===== config.mk =====
export PLATFORM = sky130hd
export DESIGN_NAME = rect_fall_ctrl
export DESIGN_NICKNAME = d
export VERILOG_FILES = /design/src/rtl/rect_fall_ctrl.sv
export SDC_FILE = /design/constraint.sdc
export NUM_CORES = 1
export LEC_CHECK = 0
export CAP_MARGIN = 20
export CORE_MARGIN = 8
export CORE_UTILIZATION = 38
export CTS_BUF_LIST = sky130_fd_sc_hd__clkbuf_8
export DETAILED_ROUTE_END_ITERATION = 10
export PLACE_DENSITY = 0.67
export SLEW_MARGIN = 20
export SYNTH_ARGS = -nofsm -noshare
export SYNTH_HDL_FRONTEND = slang
export SYNTH_SLANG_ARGS = --single-unit

===== constraint.sdc =====
create_clock -name clk -period 11.1 [get_ports clk]
set_clock_uncertainty 0.1 [all_clocks]
set_input_delay 1.665 -clock clk [delete_from_list [all_inputs] [get_ports clk]]
set_output_delay 1.665 -clock clk [all_outputs]
set_load 0.005 [all_outputs]

===== src/rtl/rect_fall_ctrl.sv =====
// rect_fall_ctrl: position controller for the falling/bouncing rectangle.
// While idle the rectangle follows the mouse. A left-button press drops it
// under constant gravity onto a floor. When the bounce build is enabled it
// rebounds with a fixed velocity loss per impact until it comes to rest.
// Build option: define RECT_FALL_BOUNCE_EN to enable bouncing. When it is
// undefined, the rectangle stops at the first floor impact.
module rect_fall_ctrl #(
  parameter int STEP_CYCLES = 400_000,
  parameter int GRAV        = 1,
  parameter int LOSS        = 2,
  parameter int V_MAX       = 63,
  parameter int FLOOR_Y     = 537
) (
  input  logic        clk,
  input  logic        rst,
  input  logic [11:0] xpos_in,
  input  logic [11:0] ypos_in,
  input  logic        start,
  output logic [11:0] xpos,
  output logic [11:0] ypos,
  output logic [2:0]  state
);

  typedef enum logic [2:0] {
    IDLE   = 3'b000,
    DOWN   = 3'b001,
    UP     = 3'b010,
    BOTTOM = 3'b011,
    REST   = 3'b100
  } state_t;

`ifdef RECT_FALL_BOUNCE_EN
  localparam logic BOUNCE_EN = 1'b1;
`else
  localparam logic BOUNCE_EN = 1'b0;
`endif

  localparam int             CW       = (STEP_CYCLES > 1) ? $clog2(STEP_CYCLES) : 1;
  localparam logic [CW-1:0]  CNT_LAST = CW'(STEP_CYCLES - 1);
  localparam logic [8:0]     GRAV9    = 9'(GRAV);
  localparam logic [7:0]     GRAV8    = 8'(GRAV);
  localparam logic [7:0]     LOSS8    = 8'(LOSS);
  localparam logic [8:0]     VMAX9    = 9'(V_MAX);
  localparam logic [12:0]    FLOOR13  = 13'(FLOOR_Y);
  localparam logic [11:0]    FLOOR12  = 12'(FLOOR_Y);

  state_t        state_reg, state_next;
  logic [11:0]   xpos_reg, xpos_next;
  logic [11:0]   ypos_reg, ypos_next;
  logic [7:0]    vel_reg, vel_next;
  logic [CW-1:0] cnt_reg, cnt_next;
  logic          start_d_reg;

  logic          start_edge;
  logic          tick;
  logic [8:0]    vel_sum;
  logic [8:0]    vel_fall;
  logic [12:0]   y_fall;
  logic [7:0]    vel_loss;
  logic [7:0]    vel_rise;

  assign start_edge = start & ~start_d_reg;
  assign tick       = (cnt_reg == CNT_LAST);

  // Falling step: saturated velocity, then position computed one bit wider
  // so the floor comparison cannot wrap.
  assign vel_sum  = {1'b0, vel_reg} + GRAV9;
  assign vel_fall = (vel_sum > VMAX9) ? VMAX9 : vel_sum;
  assign y_fall   = {1'b0, ypos_reg} + {4'b0, vel_fall};

  // Velocity after the floor impact and after one rising step, floored at 0.
  assign vel_loss = (vel_reg > LOSS8) ? (vel_reg - LOSS8) : 8'd0;
  assign vel_rise = (vel_reg > GRAV8) ? (vel_reg - GRAV8) : 8'd0;

  assign xpos  = xpos_reg;
  assign ypos  = ypos_reg;
  assign state = state_reg;

  // State, position, velocity, step counter and button history registers.
  always_ff @(posedge clk or posedge rst) begin
    if (rst) begin
      state_reg   <= IDLE;
      xpos_reg    <= '0;
      ypos_reg    <= '0;
      vel_reg     <= '0;
      cnt_reg     <= '0;
      start_d_reg <= 1'b0;
    end else begin
      state_reg   <= state_next;
      xpos_reg    <= xpos_next;
      ypos_reg    <= ypos_next;
      vel_reg     <= vel_next;
      cnt_reg     <= cnt_next;
      start_d_reg <= start;
    end
  end

  // Next-state and motion update; the counter restarts on every transition.
  always_comb begin
    state_next = state_reg;
    xpos_next  = xpos_reg;
    ypos_next  = ypos_reg;
    vel_next   = vel_reg;
    cnt_next   = '0;

    case (state_reg)
      IDLE: begin
        ypos_next = (ypos_in > FLOOR12) ? FLOOR12 : ypos_in;
        if (start_edge) begin
          state_next = DOWN;
          vel_next   = 8'd0;
        end else begin
          xpos_next = xpos_in;
        end
      end

      DOWN: begin
        if (tick) begin
          vel_next = vel_fall[7:0];
          if (y_fall >= FLOOR13) begin
            ypos_next  = FLOOR12;
            state_next = BOTTOM;
          end else begin
            ypos_next = y_fall[11:0];
          end
        end else begin
          cnt_next = cnt_reg + 1'b1;
        end
      end

      BOTTOM: begin
        vel_next   = BOUNCE_EN ? vel_loss : 8'd0;
        state_next = (BOUNCE_EN && (vel_loss != 8'd0)) ? UP : REST;
      end

      UP: begin
        if (tick) begin
          if ({4'b0, vel_reg} >= ypos_reg) begin
            // Ceiling reached: stop at the top edge and fall back down.
            ypos_next  = 12'd0;
            vel_next   = 8'd0;
            state_next = DOWN;
          end else begin
            ypos_next = ypos_reg - {4'b0, vel_reg};
            vel_next  = vel_rise;
            if (vel_rise == 8'd0) begin
              state_next = DOWN;
            end
          end
        end else begin
          cnt_next = cnt_reg + 1'b1;
        end
      end

      REST: begin
        if (start_edge) begin
          state_next = IDLE;
        end
      end

      default: begin
        state_next = IDLE;
      end
    endcase
  end

endmodule

# Yosys cells after proc, flatten, opt, wreduce, memory -nomap -nowiden
# Index checks and enable logic that the tools add are counted.
# totals
latchBits	0
output_inout_bits	27
mem_count	0
inputBits	27
word_cells	62
mem_bits_rw	0
reg_bits	55
mem_bits_ro	0
# op_classes
div	0
n_reduce_logical	9
muxes	23
n_lt_le_gt_ge	5
eq_ne	11
bitwise_logic	3
shift	0
n_addsub	5
n_mul	0
# op_table
cell	n
2-to-1 mux 12 bit	5
2-to-1 mux 8 bit	5
2-to-1 mux 19 bit	2
case mux 12 bit (3 select lines)	1
case mux 8 bit (4 select lines)	1
2-to-1 mux 3 bit	7
adder 19 x 1 -> 19 bit, second input constant	1
== test 19 bit, second input constant	1
case mux 3 bit (5 select lines)	1
adder 12 x 9 -> 13 bit	1
>= comparator 13 x 10 -> 1 bit, second input constant	1
>= comparator 8 x 12 -> 1 bit	1
> comparator 12 x 10 -> 1 bit, second input constant	1
subtractor 12 x 8 -> 12 bit	1
!= test 2 bit, second input constant	5
adder 8 x 1 -> 9 bit, second input constant	1
> comparator 9 x 6 -> 1 bit, second input constant	1
2-to-1 mux 9 bit	1
> comparator 8 x 1 -> 1 bit, second input constant	1
logical NOT 8 bit	1
subtractor 8 x 1 -> 8 bit, second input constant	1
== test 3 x 2 -> 1 bit, second input constant	2
AND reduction 6 bit	1
AND reduction 4 bit	1
11 further kinds	12

# Logic depth before layout (Yosys ltp)
# Gate-level depths: netlist of run 1.
# logic_depth
ltp_word	8
depth_mapped	18
ltp_nobuf	18

# Worst setup path before layout of run 1
# OpenSTA, ideal clock, no wires.
# synth_timing
kind	reg-to-reg
start	reg vel_reg[0]
end	reg ypos_reg[8] (netlist: ypos[8])
n_path_buf	1
path_slack_ns	6.938
setup_time_ns	0.116
t_arrival_ns	3.947
period_less_slack_ns	4.162
stages_incl_launch_ff	15
required_ns	10.884
cell_sequence	dfrtp_1 > clkbuf_1 > inv_1 > ha_1 > nor2b_1 > a311oi_1 > or3b_2 > ha_1 > and3_1 > a221o_1 > a311oi_1 > xor2_1 > a32o_2 > nand3_1 > o311ai_0
# synth_between
elab_chain_len	8
elab_cells_between_ends	12
classes_between	3 x add/sub; 3 x order compare; 6 x mux
# synth_lines
item	line_no	text
start: declaration	50	logic [7:0] vel_reg, vel_next;
start signal: assignment	92	vel_reg <= vel_next;
adder 8 x 1 -> 9 bit	67	assign vel_sum = {1'b0, vel_reg} + GRAV9;
> comparator 9 x 6 -> 1 bit	68	assign vel_fall = (vel_sum > VMAX9) ? VMAX9 : vel_sum;
2-to-1 mux 9 bit	68	
adder 12 x 9 -> 13 bit	69	assign y_fall = {1'b0, ypos_reg} + {4'b0, vel_fall};
>= comparator 13 x 10 -> 1 bit	120	if (y_fall >= FLOOR13) begin
2-to-1 mux 12 bit	120	
2-to-1 mux 12 bit	118	if (tick) begin
case mux 12 bit (3 select lines) (*)	106	case (state_reg)
end signal: assignment	91	ypos_reg <= ypos_next;
end: declaration	49	logic [11:0] ypos_reg, ypos_next;
# Mark *: on every way between the ends. The rest lies on a longest branch, timed or not. The select of a mux whose other input is x is not followed.
# A chain may end at the register's enable or synchronous reset.

# Worst setup path in the final report of run 1
# Same ends and word-level chain as after synthesis.

==> summary.md, run 1 <==
| Metric | Value |
|---|---|
| Hold Path Sink | cnt_reg[0] |
| Post-Syn Area | between 0.004 and 0.005 mm2 |
| Via/cell ratio | around 6 |
| Routed Wire Length | around 11,000 um |
| Initial antenna violation count | 0 |
| Share of cells above drive strength 1 | around 7% |
| DR WL/cell | ~17 um |
| TritonCTS clock tree | built |
| Hold crit path type | reg -> reg |
| First-pass GRT wire length | ~19,000 um |
| Leading cell type in the layout, fill and taps excluded | dfrtp_1 |
| Post-CTS Setup Repair Bufs | 0 |
| CP startpoint kind | flop |
| Worst r2r path cells | 13 |
| CTS Buf Count | 5 |
| Max rail drop VDD | ~0.16 mV |
| Reg2reg end | ypos[8] |
| Sequential Power Share | between 20% and 30% |
| Pins Over Slew Limit | 0 |
| WHS Path Cells | 1 |
| CTS clock-pin slew for the worst setup and hold paths | around 100 ps |
| Critical path class | reg -> reg |
| Clock buffer depth | 2 |
| Internal power | approximately 0.00075 W |
| Arr. time, crit path | between 4000 and 5000 ps |
| Crit end category | flop |
| Top Ports | 54 |
| Reg-to-reg critical path startpoint | vel_reg[0] |
| Num rows | 37 |
| Most frequent cells in the layout | dfrtp_1, clkdlybuf4s50_1, nor2_1 |
| Clk sinks | 55 |
| Largest net degree at the start of global routing | 56 |
| Final Net Count | about 560 |
| Post-synth EDFFs | 0 |
| Root Buffer | clkbuf_8 |
| Final Critical Period | 4670 ps |
| Die H | about 120 um |
| DR top layer | met4 |
| Routed met3 length | between 600 and 700 um |
| Switching share of power | between 40% and 50% |
| Required time worst endpoint | around 11,000 ps |
| Least-Margin Pin Slew | between 900 and 1000 ps |
| Setup TNS | 0 ps |
| Primary FF master, synth | dfrtp_1 |
| YS warnings | 0 |
| Hold Startpoint | cnt_reg[0] |
| Placer Congestion | about 0.89 |
| DR iter-0 viols | about 310 |
| Clk pwr share | 7.4% |
| Logic pwr share | 69.5% |
| TritonRoute pass-1 iters | 5 |
| Die X | about 120 um |
| DR WL met2 | approximately 5200 um |
| Die area | ~0.014 mm2 |
| RSZ-0062 raised after global routing | false |
| NetSw | 0.000718 W |
| Gr usage total | 15.5% |
| Post-CTS sizing | 0 |
| Final antenna-violating net count | 0 |
| Max Fclk | between 0.2 and 0.25 GHz |
| Post-Route M1 WL | 5110 um |
| R2r setup slk | 6430 ps |
| Clock H-tree levels | 2 |
| Rel. slew slack | a little under two fifths |
| Final hold vios | 0 |
| Post-route cell area | between 0.004 and 0.005 mm2 |
| CTS Hold Bufs | 0 |
| Crit path cell chain | ha_1 -> nand3_1 -> o31a_1 -> a311oi_1 -> or3b_2 -> ha_1 -> and3_1 -> a221o_1 -> a311oi_1 -> xor2_1 -> a32o_2 -> nand3_1 -> o311ai_0 |
| Synth Instances | between 400 and 500 |
| Leak | slightly below 2 nW |
| Asr flop ratio synth | 100% |
| Initial Util | 39.1% |
| I/O Buffers | between 50 and 60 |
| Pwr dens | 308 mW/mm2 |
| Critical path fanouts, max | 13 |
| Max cap viols | 0 |
| Antenna diodes | 0 |
| FF+latch count, synth | 55 |
| Overflow after GRT | 0 |
| Part of the Yosys area used for sequential elements | 34.3% |
| Period utilisation layout | about 42% |
| Outcome | finished clean |
| Number of flip-flops in the largest register | 19 |
| Post-synth cell types | 65 |
| Core area | about 0.01 mm2 |
| Routed via count | 3,790 |
| DRC violations left | 0 |
| Post-DP HPWL | 8480 um |
| Area growth syn-to-layout | 18.7% |
| Critical path's largest stage delay | 620 ps |
| Avg Inst Size Synth | around 9 um2 |
| Vias in the first global route | approximately 3,700 |
| Critical path's slowest cell | dfrtp_1 |
| Final setup fails | 0 |
| Worst skew pair latency | between 300 and 400 ps |
| Area post-placement | roughly 0.0047 mm2 |
-- kinds of logic after synthesis --
kind of cell / synth area share, %
simple gates: 20.7
flops: 34.3
fa+ha+maj: 8.16
mux: 4.17
compound gates: 22.1
other cells: 0.0933
xor+xnor: 6.54
buf+inv: 4.02
-- worst max path at each step --
stage / start / to / slack [ps]
floorplan: vel_reg[0] / ypos[8] / 6940
global placement: vel_reg[0] / ypos[8] / 6720
detailed placement: vel_reg[0] / ypos[8] / 6520
CTS: vel_reg[0] / ypos[8] / 6470
global route: vel_reg[0] / ypos[8] / 6150
finish: vel_reg[0] / ypos[8] / 6430
-- cell usage after synthesis, drive strengths merged (3+ instances only) --
cell    number  area (um2)
nand4        9        56.3
o31a         3        26.3
o22ai        5        31.3
a221o        3        30.0
clkbuf      16        60.1
a211o        3        26.3
or3          4        25.0
nor3b        4        30.0
o21a         5        37.5
nand2       34         128
nand3b       4        30.0
xor2        17         149
nand3       18        95.1
mux2        14         158
nand2b       4        25.0
o211ai       6        45.0
xnor2       13         114
nor2        47         176
o31ai        3        22.5
a21oi       25         125
ha          23         288
o311ai       4        35.0
a221oi       4        35.0
a21o         8        60.1
nor4         3        18.8
o21ai       22         110
and3         7        43.8
dfrtp       55        1380
inv         26        97.6
nor2b        5        31.3
a31oi        9        56.3
nor3        11        66.3
-- through the flow --
stage          power (W)  std cells  worst slack (ps)  hold WS (ps)  util (%)
4_1_cts          0.00146        642              6470           399      46.4
3_3_place_gp     0.00133        634              6720           377      45.5
5_1_grt          0.00160        642              6150           438      46.4
6_report         0.00147        642              6430           397      46.4
2_1_floorplan    0.00103        460              6940           353         -
3_5_place_dp     0.00134        634              6520           385      45.6
-- layer usage --
metal | track usage [%] | vias to the layer above
li1 | - | 1783
met1 | 20.7 | 1856
met2 | 24.9 | 131
met3 | 3.12 | 20
met4 | 4.58 | 0
met5 | 0 | -
-- power by group through the flow --
| stage | Sequential, W | Combinational (W) | Clock [W] |
|---|---|---|---|
| after floorplan | 0.000312 | 0.000719 | 0 |
| after CTS | 0.000338 | 0.00101 | 0.000113 |
| after global placement | 0.000340 | 0.000995 | 0 |
| after detailed placement | 0.000342 | 0.00100 | 0 |
| final | 0.000339 | 0.00102 | 0.000109 |
| after global routing | 0.000352 | 0.00113 | 0.000119 |
-- cell type report --
cell class	count	area (um2)
Fill cell	1014	5510
Multi-Input combinational cell	362	2490
Sequential cell	55	1380
Timing Repair Buffer	55	546
Tap cell	136	170
Inverter	26	97.6
Clock buffer	5	68.8
Clock inverter	3	16.3
-- critical path: cells and delay by family (launching register included) --
family          cells  cell delay [ps]
compound gates      6             2000
xor+xnor            1              170
fa+ha+maj           2              650
flops               1              620
simple gates        4             1010
(Power assumes the default switching activity.)
==> run 2, diff against run 1 <==
--- a/config.mk
+++ b/config.mk
@@ -10,7 +10,7 @@
 export CORE_UTILIZATION = 38
 export CTS_BUF_LIST = sky130_fd_sc_hd__clkbuf_8
 export DETAILED_ROUTE_END_ITERATION = 10
-export PLACE_DENSITY = 0.67
+export PLACE_DENSITY = 0.69
 export SLEW_MARGIN = 20
 export SYNTH_ARGS = -nofsm -noshare
 export SYNTH_HDL_FRONTEND = slang
==> constraint.sdc (replaced) <==
create_clock -name clk -period 3.8 [get_ports clk]
set_clock_uncertainty 0.1 [all_clocks]
set_input_delay 0.57 -clock clk [delete_from_list [all_inputs] [get_ports clk]]
set_output_delay 0.57 -clock clk [all_outputs]
set_load 0.005 [all_outputs]
==> run 2 against run 1 <==
  * The flow now finishes with violations (setup timing)
  * Fmax up 20%
  * Worst setup slack lost 6500 ps
  * Final area grew 10%
  * Non-clock buffer count is 40 higher
  * Sequential power grew to 2.9 times the previous value
  * Hold slack gained 16 ps
  * Die area is the same
  * Sequential share of layout area is 2.7 points lower
  * Sequential cell count did not move
  * Largest power group unchanged
==> summary.md, run 2 (synthesis results as in run 1) <==
| Metric | Value |
|---|---|
| Logic pwr share | between 70% and 80% |
| Clk pwr share | slightly below 9% |
| Initial Util | between 30 and 40% |
| Pins Over Slew Limit | 0 |
| Crit end category | flop |
| Core area | roughly 0.010 mm2 |
| Outcome | complete, but fails checks |
| Num rows | 37 |
| Leak | 2.22 nW |
| Root Buffer | clkbuf_8 |
| Placer Congestion | approximately 0.9 |
| Via/cell ratio | between 5 and 6 |
| R2r setup slk | -100 ps |
| Max cap viols | 0 |
| Final setup fails | 8 |
| TritonCTS clock tree | built |
| CTS Hold Bufs | 0 |
| Die area | roughly 0.014 mm2 |
| DR iter-0 viols | approximately 340 |
| Pwr dens | approximately 960 mW/mm2 |
| Max rail drop VDD | ~0.55 mV |
| Area post-placement | roughly 0.0049 mm2 |
| Critical path's slowest cell | or3b_4 |
| Final antenna-violating net count | 0 |
| Critical path class | reg -> reg |
| Routed met3 length | just under 700 um |
| Sequential Power Share | about a fifth |
| DR WL/cell | around 17 um |
| Delay-heaviest family, CP | compound AO/OA/AOI/OAI gates |
| Routed Wire Length | about 12,000 um |
| Setup WS post-layout | -97.0 ps |
| Levels on crit path | 15 |
| Overall power | just over 0.005 W |
| Worst skew pair latency | roughly 310 ps |
| I/O Buffers | 53 |
| Clock H-tree levels | 2 |
| Arr. time, crit path | ~4000 ps |
| Gr usage total | between 10% and 20% |
| Critical Path Start | vel_reg[1] |
| Setup crit end | ypos[4] |
| Vias in the first global route | 3,756 |
| Die H | between 100 and 150 um |
| Reg-to-reg critical path startpoint | vel_reg[1] |
| Failing checks | setup timing |
| Number of flip-flops in the largest register | 19 |
| Period utilisation layout | 103% |
| Routed via count | 3,907 |
| Top Ports | 54 |
| First-pass GRT wire length | roughly 19,000 um |
| Required time worst endpoint | between 3000 and 4000 ps |
| Rel. slew slack | 37.8% |
| Critical path fanouts, max | 5 |
| Post-route cell area | roughly 0.0053 mm2 |
| Max Fclk | between 0.2 and 0.3 GHz |
| Final Net Count | around 600 |
| Most frequent cells in the layout | dfrtp_1, clkdlybuf4s50_1, nor2_1 |
| CTS clock-pin slew for the worst setup and hold paths | 100 ps |
| Reg2reg end | ypos[4] |
| Hold Startpoint | xpos[0] |
| Hold crit path type | reg -> reg |
| RSZ-0062 raised after global routing | true |
| Internal power | between 0.002 and 0.003 W |
| Least-Margin Pin Slew | a little over 900 ps |
| CP startpoint kind | flop |
| Final hold vios | 0 |
| Final Critical Period | a little under 4000 ps |
| Leading cell type in the layout, fill and taps excluded | dfrtp_1 |
| Die X | approximately 120 um |
| Post-DP HPWL | 8880 um |
| DR WL met2 | ~5500 um |
| Area growth syn-to-layout | 31.1% |
| Crit path cell chain | ha_4 -> nand3_4 -> o31a_1 -> buf_4 -> a311oi_2 -> or3b_4 -> ha_4 -> and3_1 -> a221o_2 -> a311oi_2 -> xor2_1 -> a32o_2 -> buf_6 -> a31oi_2 -> o22a_1 |
| CTS Buf Count | 5 |
| DRC violations left | 0 |
| TritonRoute pass-1 iters | 5 |
| Worst path bufs/invs | 2 |
| Worst r2r path cells | 15 |
| Initial antenna violation count | 0 |
| Post-Route M1 WL | slightly above 5000 um |
| Clk sinks | 55 |
| Critical path's largest stage delay | about 440 ps |
| Clock buffer depth | 2 |
| Antenna diodes | 0 |
| Overflow after GRT | 0 |
| Largest net degree at the start of global routing | 39 |
| Switching share of power | between 40 and 50% |
| Share of cells above drive strength 1 | between 10% and 20% |
| NetSw | approximately 0.0022 W |
| DR top layer | met4 |
[run 2: cell types whose count changed in the layout (fill, tap and decap cells not counted), moves of 3 or more]
| cell | before | now |
|---|---|---|
| a21oi_1 | 25 | 20 |
| a21oi_2 | 0 | 5 |
| buf_4 | 2 | 39 |
| buf_6 | 0 | 3 |
| ha_1 | 23 | 20 |
| ha_4 | 0 | 3 |
| nor2b_1 | 5 | 2 |
| nor2b_2 | 0 | 3 |
| o21ai_0 | 22 | 19 |
[run 2: metrics by stage]
stage / hold slack [ps] / TNS, ps / cells / setup WS, ps / util [%]
3_5_place_dp: 394 / -839 / 667 / -136 / 48.1
6_report: 413 / -452 / 682 / -97.0 / 51.3
3_3_place_gp: 379 / -102 / 667 / -39.8 / 48.1
2_1_floorplan: 353 / 0 / 460 / 14.8 / -
5_1_grt: 429 / -2190 / 682 / -274 / 51.3
4_1_cts: 412 / 0 / 679 / 1.03 / 50.2
[run 2: final cells by class]
class | instances | area, um2
fillers | 953 | 5010
multi-input cells | 362 | 2640
flip-flops and latches | 55 | 1380
repair buffers | 95 | 857
well taps | 136 | 170
inverters | 26 | 97.6
clock buffers | 5 | 68.8
clock inverters | 3 | 63.8
[run 2: worst min path at each step]
stage                             to  slack (ps)  depth (start not counted)
after global routing      cnt_reg[0]         430                          1
after detailed placement  cnt_reg[0]         390                          1
after CTS                 cnt_reg[0]         410                          1
after global placement    cnt_reg[0]         380                          1
after floorplan           cnt_reg[0]         350                          1
final                        xpos[0]         410                          1
[run 2: per-layer routing]
layer,up-vias,global-route usage [%]
met5,-,0
met4,0,3.87
met3,16,2.88
met2,150,25.8
met1,1888,21.0
li1,1853,-
[run 2: power by group through the flow]
stage	sequential, W	combinational (W)	clock, W
3_5_place_dp	0.000969	0.00334	0
6_report	0.000970	0.00364	0.000444
4_1_cts	0.000959	0.00347	0.000456
3_3_place_gp	0.000961	0.00330	0
2_1_floorplan	0.000915	0.00213	0
5_1_grt	0.00100	0.00397	0.000483
[run 2: timing repair]
| action | CTS | global route |
|---|---|---|
| buffers inserted | 4 | 3 |
| resized for setup | 11 | 21 |
| pin swaps | 7 | 12 |
| setup endpoints to repair | 11 | 12 |
==> run 3, diff against run 2 <==
--- a/config.mk
+++ b/config.mk
@@ -6,12 +6,10 @@
 export NUM_CORES = 1
 export LEC_CHECK = 0
 export CAP_MARGIN = 20
-export CORE_MARGIN = 8
 export CORE_UTILIZATION = 38
 export CTS_BUF_LIST = sky130_fd_sc_hd__clkbuf_8
 export DETAILED_ROUTE_END_ITERATION = 10
 export PLACE_DENSITY = 0.69
-export SLEW_MARGIN = 20
 export SYNTH_ARGS = -nofsm -noshare
 export SYNTH_HDL_FRONTEND = slang
 export SYNTH_SLANG_ARGS = --single-unit
==> run 3 against run 2 <==
  * Non-clock buffer count is 1 lower
  * Register-to-register slack worse by 60 ps
  * Sequential share of layout area hardly changed
  * First-iteration DRC count is 16% lower
  * Critical endpoint is now ypos[3]
  * Routed wire length is 0.60% lower
  * Die area is 22% lower
  * Utilization is 0.061 points lower
  * Combinational power is 2% higher
  * Cell count is 0.15% lower
  * Power is 0.44% lower
  * Final area is 0.12% lower
  * Critical path depth is 1 higher
  * The run still ends with setup timing left
==> summary.md, run 3 (synthesis results as in run 1) <==
| Metric | Value |
|---|---|
| Largest net degree at the start of global routing | 39 |
| Share of cells above drive strength 1 | around a fifth |
| Leading cell type in the layout, fill and taps excluded | dfrtp_1 |
| Reg2reg end | ypos[3] |
| Die H | 105 um |
| CTS Hold Bufs | 0 |
| Setup WS pre-CTS | -155 ps |
| Worst r2r path cells | 16 |
| TritonRoute pass-1 iters | 5 |
| Initial antenna violation count | 0 |
| Final setup fails | 9 |
| Hold Path Sink | cnt_reg[0] |
| Final antenna-violating net count | 0 |
| Top Ports | between 50 and 60 |
| CP startpoint kind | flop |
| First-pass GRT wire length | 18,700 um |
| Final hold slack | between 300 and 400 ps |
| Routed Wire Length | between 10,000 and 15,000 um |
| Switching share of power | 46.0% |
| Antenna diodes | 0 |
| Critical path class | reg -> reg |
| R2r setup slk | -150 ps |
| Die area | 0.0110 mm2 |
| Final hold vios | 0 |
| Utilization of the core after routing | just over 50% |
| Logic pwr share | between 70% and 80% |
| Sequential Power Share | ~19% |
| RSZ-0062 raised after global routing | true |
| Leak | between 2 and 2.5 nW |
| Vias in the first global route | between 3,000 and 4,000 |
| Placer Congestion | between 0.8 and 0.9 |
| Least-Margin Pin Slew | approximately 970 ps |
| DR WL/cell | 16.8 um |
| Rel. slew slack | roughly 35% |
| CTS Buf Count | 5 |
| Register Area | 0.00138 mm2 |
| Multi-input logic area | 0.00268 mm2 |
| Internal power | 0.00272 W |
| Post-DP HPWL | 8610 um |
| Clock buffer depth | 2 |
| Area growth syn-to-layout | 31.0% |
| Required time worst endpoint | around 4000 ps |
| I/O Buffers | 53 |
| Clk pwr share | 6.6% |
| WHS Path Cells | 1 |
| Routed via count | ~3,900 |
| Die X | about 100 um |
| Crit end category | flop |
| Setup TNS | -919 ps |
| TritonCTS clock tree | built |
| Clock H-tree levels | 2 |
| Reg-to-reg critical path startpoint | vel_reg[1] |
| DRC violations left | 0 |
| Max cap viols | 0 |
| Num rows | 37 |
| Outcome | complete, but fails checks |
| Final Critical Period | between 3000 and 4000 ps |
| Post-route cell area | ~0.0053 mm2 |
| Core area | between 0.01 and 0.015 mm2 |
| Final Net Count | a little under 600 |
| Root Buffer | clkbuf_8 |
| Via/cell ratio | between 5 and 6 |
| CTS clock-pin slew for the worst setup and hold paths | ~100 ps |
| Worst skew pair latency | about 310 ps |
| Initial Util | between 30% and 40% |
| Overflow after GRT | 0 |
| Gr usage total | approximately a fifth |
| NetSw | 0.00231 W |
| Clk sinks | 55 |
| Pwr dens | roughly 960 mW/mm2 |
| Pins Over Slew Limit | 0 |
| Period utilisation layout | 104% |
| Critical path fanouts, max | 5 |
| Failing checks | setup timing |
| DR iter-0 viols | about 290 |
| Max Fclk | 0.253 GHz |
| Arr. time, crit path | 4100 ps |
| Most frequent cells in the layout | dfrtp_1, clkdlybuf4s50_1, nor2_1 |
| Number of flip-flops in the largest register | 19 |
| Hold Startpoint | cnt_reg[0] |
| Fill cell count | between 900 and 1,000 |
| Max rail drop VDD | 0.421 mV |
| Hold crit path type | reg -> reg |
| Area post-placement | slightly below 0.005 mm2 |
| Setup WS post-layout | -154 ps |
[run 3: worst max path at each step]
stage / startpoint / endpoint / slack [ps] / cells after the start
2_1_floorplan: vel_reg[0] / ypos[8] / 10 / 14
3_3_place_gp: vel_reg[0] / ypos[0] / -20 / 19
3_5_place_dp: vel_reg[0] / ypos[8] / -160 / 18
4_1_cts: vel_reg[0] / ypos[0] / 2 / 15
5_1_grt: vel_reg[1] / ypos[0] / -290 / 16
6_report: vel_reg[1] / ypos[3] / -150 / 16
[run 3: final cells by class]
cell class / count / share of cell area, %
clock buffer: 5 / 1.31
sequential: 55 / 26.2
inverter: 26 / 1.85
multi-input combinational: 362 / 50.9
clock inverter: 3 / 0.428
timing repair buffer: 94 / 16.1
tap: 136 / 3.23
[run 3: through the flow]
stage          instances  total power [W]
2_1_floorplan        460          0.00305
3_3_place_gp         665          0.00426
3_5_place_dp         665          0.00430
4_1_cts              676          0.00476
5_1_grt              681          0.00543
6_report             681          0.00503
[run 3: worst max-delay path: stages (launching register included)]
cell      delay (ps)
dfrtp_1          430
buf_6            150
nand2_4           70
nand2_2           50
o31a_1           320
buf_4            140
a311oi_2         260
or3b_4           440
ha_4             230
and3_4           140
a221o_2          420
a311oi_2         270
xor2_1           100
a32o_2           300
buf_6            140
a31oi_2          180
o22a_1           140
[run 3: power groups by stage]
stage | Sequential, W | Clock, W | Combinational [W]
detailed placement | 0.000971 | 0 | 0.00333
global route | 0.00100 | 0.000364 | 0.00406
global placement | 0.000963 | 0 | 0.00330
finish | 0.000972 | 0.000332 | 0.00372
CTS | 0.000964 | 0.000343 | 0.00345
floorplan | 0.000915 | 0 | 0.00213
[run 3: layer usage]
layer	up-vias	GRT usage (%)	share of wire (%)
li1	1859	-	-
met1	1864	28.3	44
met2	174	35.2	48
met3	27	2.37	5.9
met4	0	5.53	2.1
met5	-	0	0
[run 3: repair_timing]
action                                 4_1_cts  5_1_grt
setup endpoints to repair                   10       11
resized for setup                           12       30
pin swaps                                    7       15
endpoints found under the hold margin        0        0
setup buffers                                3        5
